$ cat config.mk
export PLATFORM = sky130hd
export DESIGN_NAME = clk_meas_flat
export DESIGN_NICKNAME = d
export VERILOG_FILES = /design/src/rtl/clk_meas_if.sv /design/src/rtl/clk_meas.sv /design/src/flat_wrapper.sv
export SDC_FILE = /design/constraint.sdc
export NUM_CORES = 1
export LEC_CHECK = 0
export ABC_AREA = 1
export BUFFER_PORTS_ARGS = -buffer_cell sky130_fd_sc_hd__buf_2
export CAP_MARGIN = 40
export CORE_MARGIN = 1
export CORE_UTILIZATION = 55
export CTS_CLUSTER_DIAMETER = 40
export DETAILED_ROUTE_END_ITERATION = 7
export GPL_ROUTABILITY_DRIVEN = 0
export HOLD_SLACK_MARGIN = 0.12
export PLACE_DENSITY = 0.86
export SKIP_CTS_REPAIR_TIMING = 1
export SYNTH_ARGS = -nofsm -noshare
export SYNTH_HDL_FRONTEND = slang
export SYNTH_SLANG_ARGS = --single-unit
$ cat constraint.sdc
create_clock -name clk -period 5.3 [get_ports clk]
set_clock_uncertainty 0.05 [all_clocks]
set_input_delay 0.795 -clock clk [delete_from_list [all_inputs] [get_ports clk]]
set_output_delay 0.795 -clock clk [all_outputs]
set_load 0.05 [all_outputs]
$ cat src/rtl/clk_meas_if.sv
// Bus between the clock-measurement block and its user: the start request,
// the two asynchronous inputs being measured, status flags and result fields.
interface clk_meas_if #(
  parameter int CNT_W = 16
);
  logic             start;
  logic             sig_in;
  logic             ref_in;
  logic             busy;
  logic             done;
  logic             timeout;
  logic [CNT_W-1:0] phase;
  logic [CNT_W-1:0] t_on;
  logic [CNT_W-1:0] t_off;
  logic [CNT_W:0]   period;

  modport master (
    output start, sig_in, ref_in,
    input  busy, done, timeout, phase, t_on, t_off, period
  );

  modport slave (
    input  start, sig_in, ref_in,
    output busy, done, timeout, phase, t_on, t_off, period
  );
endinterface

$ cat src/rtl/clk_meas.sv
// Clock waveform checker: measures the phase of sig_in relative to a ref_in
// rising edge, then the high time, low time and period of sig_in, all in clk
// cycles. One measurement per accepted start pulse.
//
// state | meaning
// ------+-------------------------------------------------------------
// IDLE  | waiting for start; results hold their last values
// ARM   | results cleared, waiting for a ref rise
// PHASE | counting from ref rise to the next sig rise
// HIGH  | counting from sig rise to sig fall
// LOW   | counting from sig fall to the next sig rise
// DONE  | one cycle, done asserted, results valid
module clk_meas #(
  parameter int CNT_W       = 16,
  parameter int SYNC_STAGES = 2
) (
  input logic       clk,
  input logic       rst_n,
  clk_meas_if.slave bus
);

  localparam logic [CNT_W-1:0] CNT_MAX = '1;

  typedef enum logic [2:0] {
    S_IDLE,
    S_ARM,
    S_PHASE,
    S_HIGH,
    S_LOW,
    S_DONE
  } state_t;

  logic [SYNC_STAGES-1:0] sig_sync_q;
  logic [SYNC_STAGES-1:0] ref_sync_q;
  logic                   sig_dly_q;
  logic                   ref_dly_q;
  logic                   sig_s;
  logic                   ref_s;
  logic                   sig_rise;
  logic                   sig_fall;
  logic                   ref_rise;

  state_t           state_q;
  logic [CNT_W-1:0] cnt_q;
  logic [CNT_W-1:0] cnt_inc;
  logic             cnt_at_max;
  logic             busy_q;
  logic             done_q;
  logic             timeout_q;
  logic [CNT_W-1:0] phase_q;
  logic [CNT_W-1:0] t_on_q;
  logic [CNT_W-1:0] t_off_q;
  logic [CNT_W:0]   period_q;

  // Synchronise both inputs through equal-length chains, plus one delay flop
  // each for edge detection, so the latency cancels in every interval.
  always_ff @(posedge clk or negedge rst_n) begin
    if (!rst_n) begin
      sig_sync_q <= '0;
      ref_sync_q <= '0;
      sig_dly_q  <= 1'b0;
      ref_dly_q  <= 1'b0;
    end else begin
      sig_sync_q <= {sig_sync_q[SYNC_STAGES-2:0], bus.sig_in};
      ref_sync_q <= {ref_sync_q[SYNC_STAGES-2:0], bus.ref_in};
      sig_dly_q  <= sig_sync_q[SYNC_STAGES-1];
      ref_dly_q  <= ref_sync_q[SYNC_STAGES-1];
    end
  end

  assign sig_s    = sig_sync_q[SYNC_STAGES-1];
  assign ref_s    = ref_sync_q[SYNC_STAGES-1];
  assign sig_rise = sig_s & ~sig_dly_q;
  assign sig_fall = ~sig_s & sig_dly_q;
  assign ref_rise = ref_s & ~ref_dly_q;

  // The counter is loaded with 1 on every transition, so the value seen in
  // the cycle of the closing edge equals the edge-to-edge distance.
  assign cnt_at_max = (cnt_q == CNT_MAX);
  assign cnt_inc    = cnt_at_max ? cnt_q : cnt_q + 1'b1;

  // Measurement sequencer; all status and result outputs are registered here.
  always_ff @(posedge clk or negedge rst_n) begin
    if (!rst_n) begin
      state_q   <= S_IDLE;
      cnt_q     <= '0;
      busy_q    <= 1'b0;
      done_q    <= 1'b0;
      timeout_q <= 1'b0;
      phase_q   <= '0;
      t_on_q    <= '0;
      t_off_q   <= '0;
      period_q  <= '0;
    end else begin
      done_q <= 1'b0;
      case (state_q)
        S_IDLE: begin
          if (bus.start) begin
            state_q   <= S_ARM;
            busy_q    <= 1'b1;
            cnt_q     <= {{(CNT_W-1){1'b0}}, 1'b1};
            timeout_q <= 1'b0;
            phase_q   <= '0;
            t_on_q    <= '0;
            t_off_q   <= '0;
            period_q  <= '0;
          end
        end
        S_ARM: begin
          if (ref_rise) begin
            cnt_q <= {{(CNT_W-1){1'b0}}, 1'b1};
            if (sig_rise) begin
              // coincident edges: zero phase, start timing the high phase now
              phase_q <= '0;
              state_q <= S_HIGH;
            end else begin
              state_q <= S_PHASE;
            end
          end else if (cnt_at_max) begin
            // no reference ever arrived; nothing has been measured yet
            timeout_q <= 1'b1;
            done_q    <= 1'b1;
            state_q   <= S_DONE;
          end else begin
            cnt_q <= cnt_inc;
          end
        end
        S_PHASE: begin
          if (sig_rise) begin
            phase_q <= cnt_q;
            cnt_q   <= {{(CNT_W-1){1'b0}}, 1'b1};
            state_q <= S_HIGH;
          end else if (cnt_at_max) begin
            phase_q   <= CNT_MAX;
            timeout_q <= 1'b1;
            done_q    <= 1'b1;
            state_q   <= S_DONE;
          end else begin
            cnt_q <= cnt_inc;
          end
        end
        S_HIGH: begin
          if (sig_fall) begin
            t_on_q  <= cnt_q;
            cnt_q   <= {{(CNT_W-1){1'b0}}, 1'b1};
            state_q <= S_LOW;
          end else if (cnt_at_max) begin
            t_on_q    <= CNT_MAX;
            period_q  <= {1'b0, CNT_MAX} + {1'b0, t_off_q};
            timeout_q <= 1'b1;
            done_q    <= 1'b1;
            state_q   <= S_DONE;
          end else begin
            cnt_q <= cnt_inc;
          end
        end
        S_LOW: begin
          if (sig_rise) begin
            t_off_q  <= cnt_q;
            period_q <= {1'b0, t_on_q} + {1'b0, cnt_q};
            done_q   <= 1'b1;
            state_q  <= S_DONE;
          end else if (cnt_at_max) begin
            t_off_q   <= CNT_MAX;
            period_q  <= {1'b0, t_on_q} + {1'b0, CNT_MAX};
            timeout_q <= 1'b1;
            done_q    <= 1'b1;
            state_q   <= S_DONE;
          end else begin
            cnt_q <= cnt_inc;
          end
        end
        S_DONE: begin
          busy_q  <= 1'b0;
          cnt_q   <= '0;
          state_q <= S_IDLE;
        end
        default: begin
          busy_q  <= 1'b0;
          cnt_q   <= '0;
          state_q <= S_IDLE;
        end
      endcase
    end
  end

  assign bus.busy    = busy_q;
  assign bus.done    = done_q;
  assign bus.timeout = timeout_q;
  assign bus.phase   = phase_q;
  assign bus.t_on    = t_on_q;
  assign bus.t_off   = t_off_q;
  assign bus.period  = period_q;

endmodule

$ cat src/flat_wrapper.sv
// flat-port wrapper written by rule: the top's interface ports become plain ports
module clk_meas_flat 
#(
  parameter int CNT_W       = 16,
  parameter int SYNC_STAGES = 2
)
  (clk, rst_n, bus_start, bus_sig_in, bus_ref_in, bus_busy, bus_done, bus_timeout, bus_phase, bus_t_on, bus_t_off, bus_period);
  clk_meas_if #(.CNT_W(CNT_W)) bus_i ();
  input logic clk;
  input logic rst_n;
  input wire logic [$bits(bus_i.start)-1:0] bus_start;
  input wire logic [$bits(bus_i.sig_in)-1:0] bus_sig_in;
  input wire logic [$bits(bus_i.ref_in)-1:0] bus_ref_in;
  output wire logic [$bits(bus_i.busy)-1:0] bus_busy;
  output wire logic [$bits(bus_i.done)-1:0] bus_done;
  output wire logic [$bits(bus_i.timeout)-1:0] bus_timeout;
  output wire logic [$bits(bus_i.phase)-1:0] bus_phase;
  output wire logic [$bits(bus_i.t_on)-1:0] bus_t_on;
  output wire logic [$bits(bus_i.t_off)-1:0] bus_t_off;
  output wire logic [$bits(bus_i.period)-1:0] bus_period;
  assign bus_i.start = bus_start;
  assign bus_i.sig_in = bus_sig_in;
  assign bus_i.ref_in = bus_ref_in;
  assign bus_busy = bus_i.busy;
  assign bus_done = bus_i.done;
  assign bus_timeout = bus_i.timeout;
  assign bus_phase = bus_i.phase;
  assign bus_t_on = bus_i.t_on;
  assign bus_t_off = bus_i.t_off;
  assign bus_period = bus_i.period;
  clk_meas #(.CNT_W(CNT_W), .SYNC_STAGES(SYNC_STAGES)) u_core (.clk(clk), .rst_n(rst_n), .bus(bus_i));
endmodule
**Yosys cells after proc, flatten, opt, wreduce, memory -nomap -nowiden**

Cells that the tools add are included.

- $add $sub $neg: 4
- Equality and inequality tests: 16
- Mux-type cells: 44
- Bitwise logic cells: 7
- Reductions and logical operators: 15

Operators with widths:

| cell | count |
|---|---|
| $mux W16 | 12 |
| $mux W17 | 5 |
| $pmux W16 S5 | 1 |
| $pmux W16 S2 | 2 |
| $pmux W17 S3 | 1 |
| $pmux W16 S3 | 1 |
| $mux W3 | 6 |
| $add A16 B16 Y17 | 1 |
| $add A16 B16 Y17 const A | 1 |
| $add A16 B16 Y17 const B | 1 |
| $add A16 B1 Y16 const B | 1 |
| $eq A16 B16 Y1 const B | 1 |
| $pmux W3 S5 | 1 |
| $reduce_and A5 Y1 | 3 |
| $mux W1 | 12 |
| $ne A2 B2 Y1 const B | 5 |
| $ne A3 B1 Y1 const B | 3 |
| $pmux W1 S4 | 2 |
| $eq A3 B2 Y1 const B | 2 |
| $ne A2 B1 Y1 const B | 3 |
| $reduce_and A3 Y1 | 2 |
| $reduce_bool A3 Y1 | 2 |
| $not A1 Y1 | 4 |
| $reduce_and A2 Y1 | 2 |
| other kinds (9) | 12 |

- Register bits: 93
- Input port bits: 5
- Output and inout port bits: 68

**Longest topological paths before layout**

- Word-level depth: 5
- Depth in mapped cells: 20
- Depth with buffers taken out: 18

**Worst setup path before layout**

Ideal clock, no wire load.

- Path kind: reg-to-reg
- Start point: reg u_core.sig_dly_q
- End point: reg u_core.period_q[8], in the netlist u_core.bus.period[8]
- Setup time: 118 ps
- Arrival time: 2,500 ps
- Data required time: 5,132 ps
- Slack: 2,633 ps
- Cell stages (with the launch flop): 17
- Period minus slack after synthesis: 2,667 ps
- Path through: dfrtp_1 nor2_1 inv_2 buf_2 buf_1 nor2_1 inv_1 ha_1 fa_1 nand3_1 nand3_1 nand2_1 nand2_1 o21ai_0 o21ai_0 nand2_1 nand2_1

- Cells in the longest elaborated chain, start to end: 4
- Elaborated cells between the ends (all ways): 8

Ends and longest elaborated chain:

| item | RTL line | source |
|---|---|---|
| start: declaration | clk_meas.sv:35 | `logic sig_dly_q;` |
| start signal: assignment | clk_meas.sv:66 | `sig_dly_q <= sig_sync_q[SYNC_STAGES-1];` |
| $not A1 Y1 | clk_meas.sv:73 | `assign sig_rise = sig_s & ~sig_dly_q;` |
| $and A1 B1 Y1 | clk_meas.sv:73 |  |
| $ne A3 B1 Y1 (no source line) or $mux W17 (tied branches) | - |  |
| $reduce_and A5 Y1 (no source line) or $pmux W17 S3 (tied branches) | - |  |
| end signal: assignment | clk_meas.sv:149 | `period_q <= {1'b0, CNT_MAX} + {1'b0, t_off_q};` |
| end signal: assignment | clk_meas.sv:160 | `period_q <= {1'b0, t_on_q} + {1'b0, cnt_q};` |
| end signal: assignment | clk_meas.sv:165 | `period_q <= {1'b0, t_on_q} + {1'b0, CNT_MAX};` |
| end: declaration | clk_meas.sv:53 | `logic [CNT_W:0] period_q;` |

Parallel ways exist; a longest one is shown, timed or not.
A chain may end at the register's enable or synchronous reset.

**Worst setup path after layout**

Ends and elaborated chain as after synthesis.

==> flow_summary.ini <==
[pwr]
power.density_nw_per_um2 = 604.8
p_leak_nw = 3.700
power.total_mw = 4.025
ir_worst_vdd_uv = 271.0

[timing]
final-hold-violation-count = 0
fin_crit_sh_pct = 53.34
relSlewSlack_pct = 49.86
maxSlewViolCount = 0
rsz0062_at_grt = no
worst_pin_slew_ns = 0.7503
final-setup-viol-count = 0
period_minus_slack_ns = 2.827
fin_setup_tns_ns = 0
fmax_mhz = 353.8

[route]
drtAntennaViolNets = 0
via_count = 6023
viasPerCell = 5.666
detail_route.wl_per_cell_um = 15.78
wl_mm = 16.77
drt_pass1_iterations = 6
drcViolationCount = 0
drt_iter0_markers = 734

[cts]
path_clk_slew_ns = 0.09
cts_tree = built
cts_made_buffers = 9
cts_sinks = 93
clk_latency_ns = 0.37
cts_root_buf = clkbuf_8
clockBufferDepth = 2
htree_levels = 3

[setup_path]
crit_path_start_kind = register
cp-end-kind = register
reg2reg_depth = 14
reg2reg_to = u_core.bus.period[8]
cp_max_fo = 21
r2r_slack_ns = 2.47
worstPathArrival_ns = 3.05
r2r-start = u_core.sig_dly_q
cp.required_ns = 5.52
critPathKind = register to register

[placed_design]
port_buffers = 72
hpwlAfterDp_mm = 12.53

[worst_hold_path]
hp-class = input pin to asynchronous set/reset pin

[global_routing]
grt_start_max_net_pins = 58
grt-ovfl-total = 0
grt_util_all_layers_pct = 31.07
grt_pass1_vias = 5521
antenna_found_initial = 0
grt_first_pass_wirelength_mm = 27.12

[job]
maxCapViolCount = 0

[synthesis]
postSynthNetCount = 886
seq_area_frac_synth_pct = 38.44
synth_cells = 860
synthesis.area_um2 = 6055
synth-main-ff-cell = dfrtp_1
synth_cell_types = 44
syn-mean-instance-area_um2 = 7.040
ys_ff_latch = 93
yosys.area.top_type = dfrtp_1
ys_async_sr_fraction_pct = 100.0
ys_warn_count = 0
synth_top_area_share_pct = 38.44
synth_area_leaders = dfrtp_1 (38%), nand2_1 (17%), inv_1 (6.8%)
synth_edf_count = 0

[die]
die_w_um = 106.9
fp.dieH_um = 106.9
io_pins = 73
coreArea_um2 = 10510
fp.dieArea_um2 = 11430
start_util_pct = 57.61
rows = 37

[final_layout]
area_growth_pct = 9.919
fill_cells = 912
fin_nets = 949
n_antenna_cell = 0
drive_gt1_share_pct = 15.32

[status]
status = completed
state kept, by name, indices dropped and copies added (netlist names), 2 cells and up:
signal             cells
u_core.bus.period     17
u_core.bus.phase      16
u_core.bus.t_off      16
u_core.bus.t_on       16
u_core.cnt_q          16
u_core.ref_sync_q      2
u_core.sig_sync_q      2
u_core.state_q         3
power by group:
part	switching, mW	internal (mW)
Sequential	0.177	0.892
Combinational	1.81	0.646
Clock	0.257	0.240
Total	2.25	1.78
metal layers:
metal | GRT usage [%] | vias up | part of all wire (%)
met2 | 50.83 | 348 | 47
met5 | 0 | - | 0
li1 | - | 2853 | -
met4 | 14.77 | 0 | 4.3
met1 | 40.62 | 2758 | 39
met3 | 4.438 | 64 | 10
cell usage after synthesis, drive strengths merged, types with 5 or more instances:
library cell / instances
nand2: 280
inv: 119
nor2: 114
dfrtp: 93
o21ai: 70
nand3: 57
a21oi: 28
ha: 20
buf: 16
o22ai: 13
nand4: 11
a21boi: 7
nor3: 7
clkbuf: 5
worst max path at each step:
stage                          from  slack, ns               endpoint
2_1_floorplan      u_core.sig_dly_q       2.63   u_core.bus.period[8]
6_report           u_core.sig_dly_q       2.47   u_core.bus.period[8]
5_1_grt        u_core.sig_sync_q[1]       2.22   u_core.bus.period[8]
3_5_place_dp       u_core.sig_dly_q       2.55   u_core.bus.period[8]
4_1_cts            u_core.sig_dly_q       2.52   u_core.bus.period[8]
3_3_place_gp       u_core.sig_dly_q       2.59  u_core.bus.period[16]
stage by stage:
step	instances	area (µm²)	setup slack [ns]	util (%)	hold WS (ns)
after floorplan	860	6055	2.633	-	0.2812
after global routing	1063	6655	2.219	63.33	0.3159
after global placement	1048	6456	2.590	61.44	0.2818
after detailed placement	1048	6456	2.547	61.44	0.2855
final	1063	6655	2.473	63.33	0.3041
after CTS	1063	6655	2.519	63.33	0.3064
placed cells by master, fill, tap and decap left out, drive strengths merged, types with 4 or more instances in the layout:
master	Yosys	routed
nand2	280	280
inv	119	119
nor2	114	114
dfrtp	93	93
buf	16	73
o21ai	70	70
nand3	57	57
a21oi	28	28
ha	20	20
o22ai	13	13
nand4	11	11
clkbuf	5	11
a21boi	7	7
nor3	7	7
clkinv	2	4
critical path: stages (launching register included):
cell	delay, ns
dfrtp_1	0.38
nor2_1	0.26
inv_2	0.23
nor2_1	0.22
inv_1	0.09
ha_1	0.25
fa_1	0.45
nand3_1	0.11
nand3_1	0.14
nand2_1	0.11
nand2_1	0.07
o21ai_0	0.15
o21ai_0	0.10
nand2_1	0.07
nand2_1	0.05
layout make-up:
cell class	count	area [µm²]	share of cell area [%]
well taps	136	170.2	2.557
clock buffers	11	151.4	2.275
multi-input cells	625	3132	47.06
clock inverters	4	47.55	0.7144
inverters	121	456.7	6.862
flip-flops and latches	93	2327	34.97
repair buffers	73	370.4	5.565
cell families after synthesis:
logic type               share of synthesized area (%)
buffers and inverters                            9.837
adder cells (fa/ha/maj)                          4.464
flip-flops                                       38.44
multiplexers                                    0.1860
AND/OR/NAND/NOR                                  34.51
AO/OA/AOI/OAI                                    12.13
XOR/XNOR                                        0.4341
No activity file was read; power rests on OpenSTA's default activity.
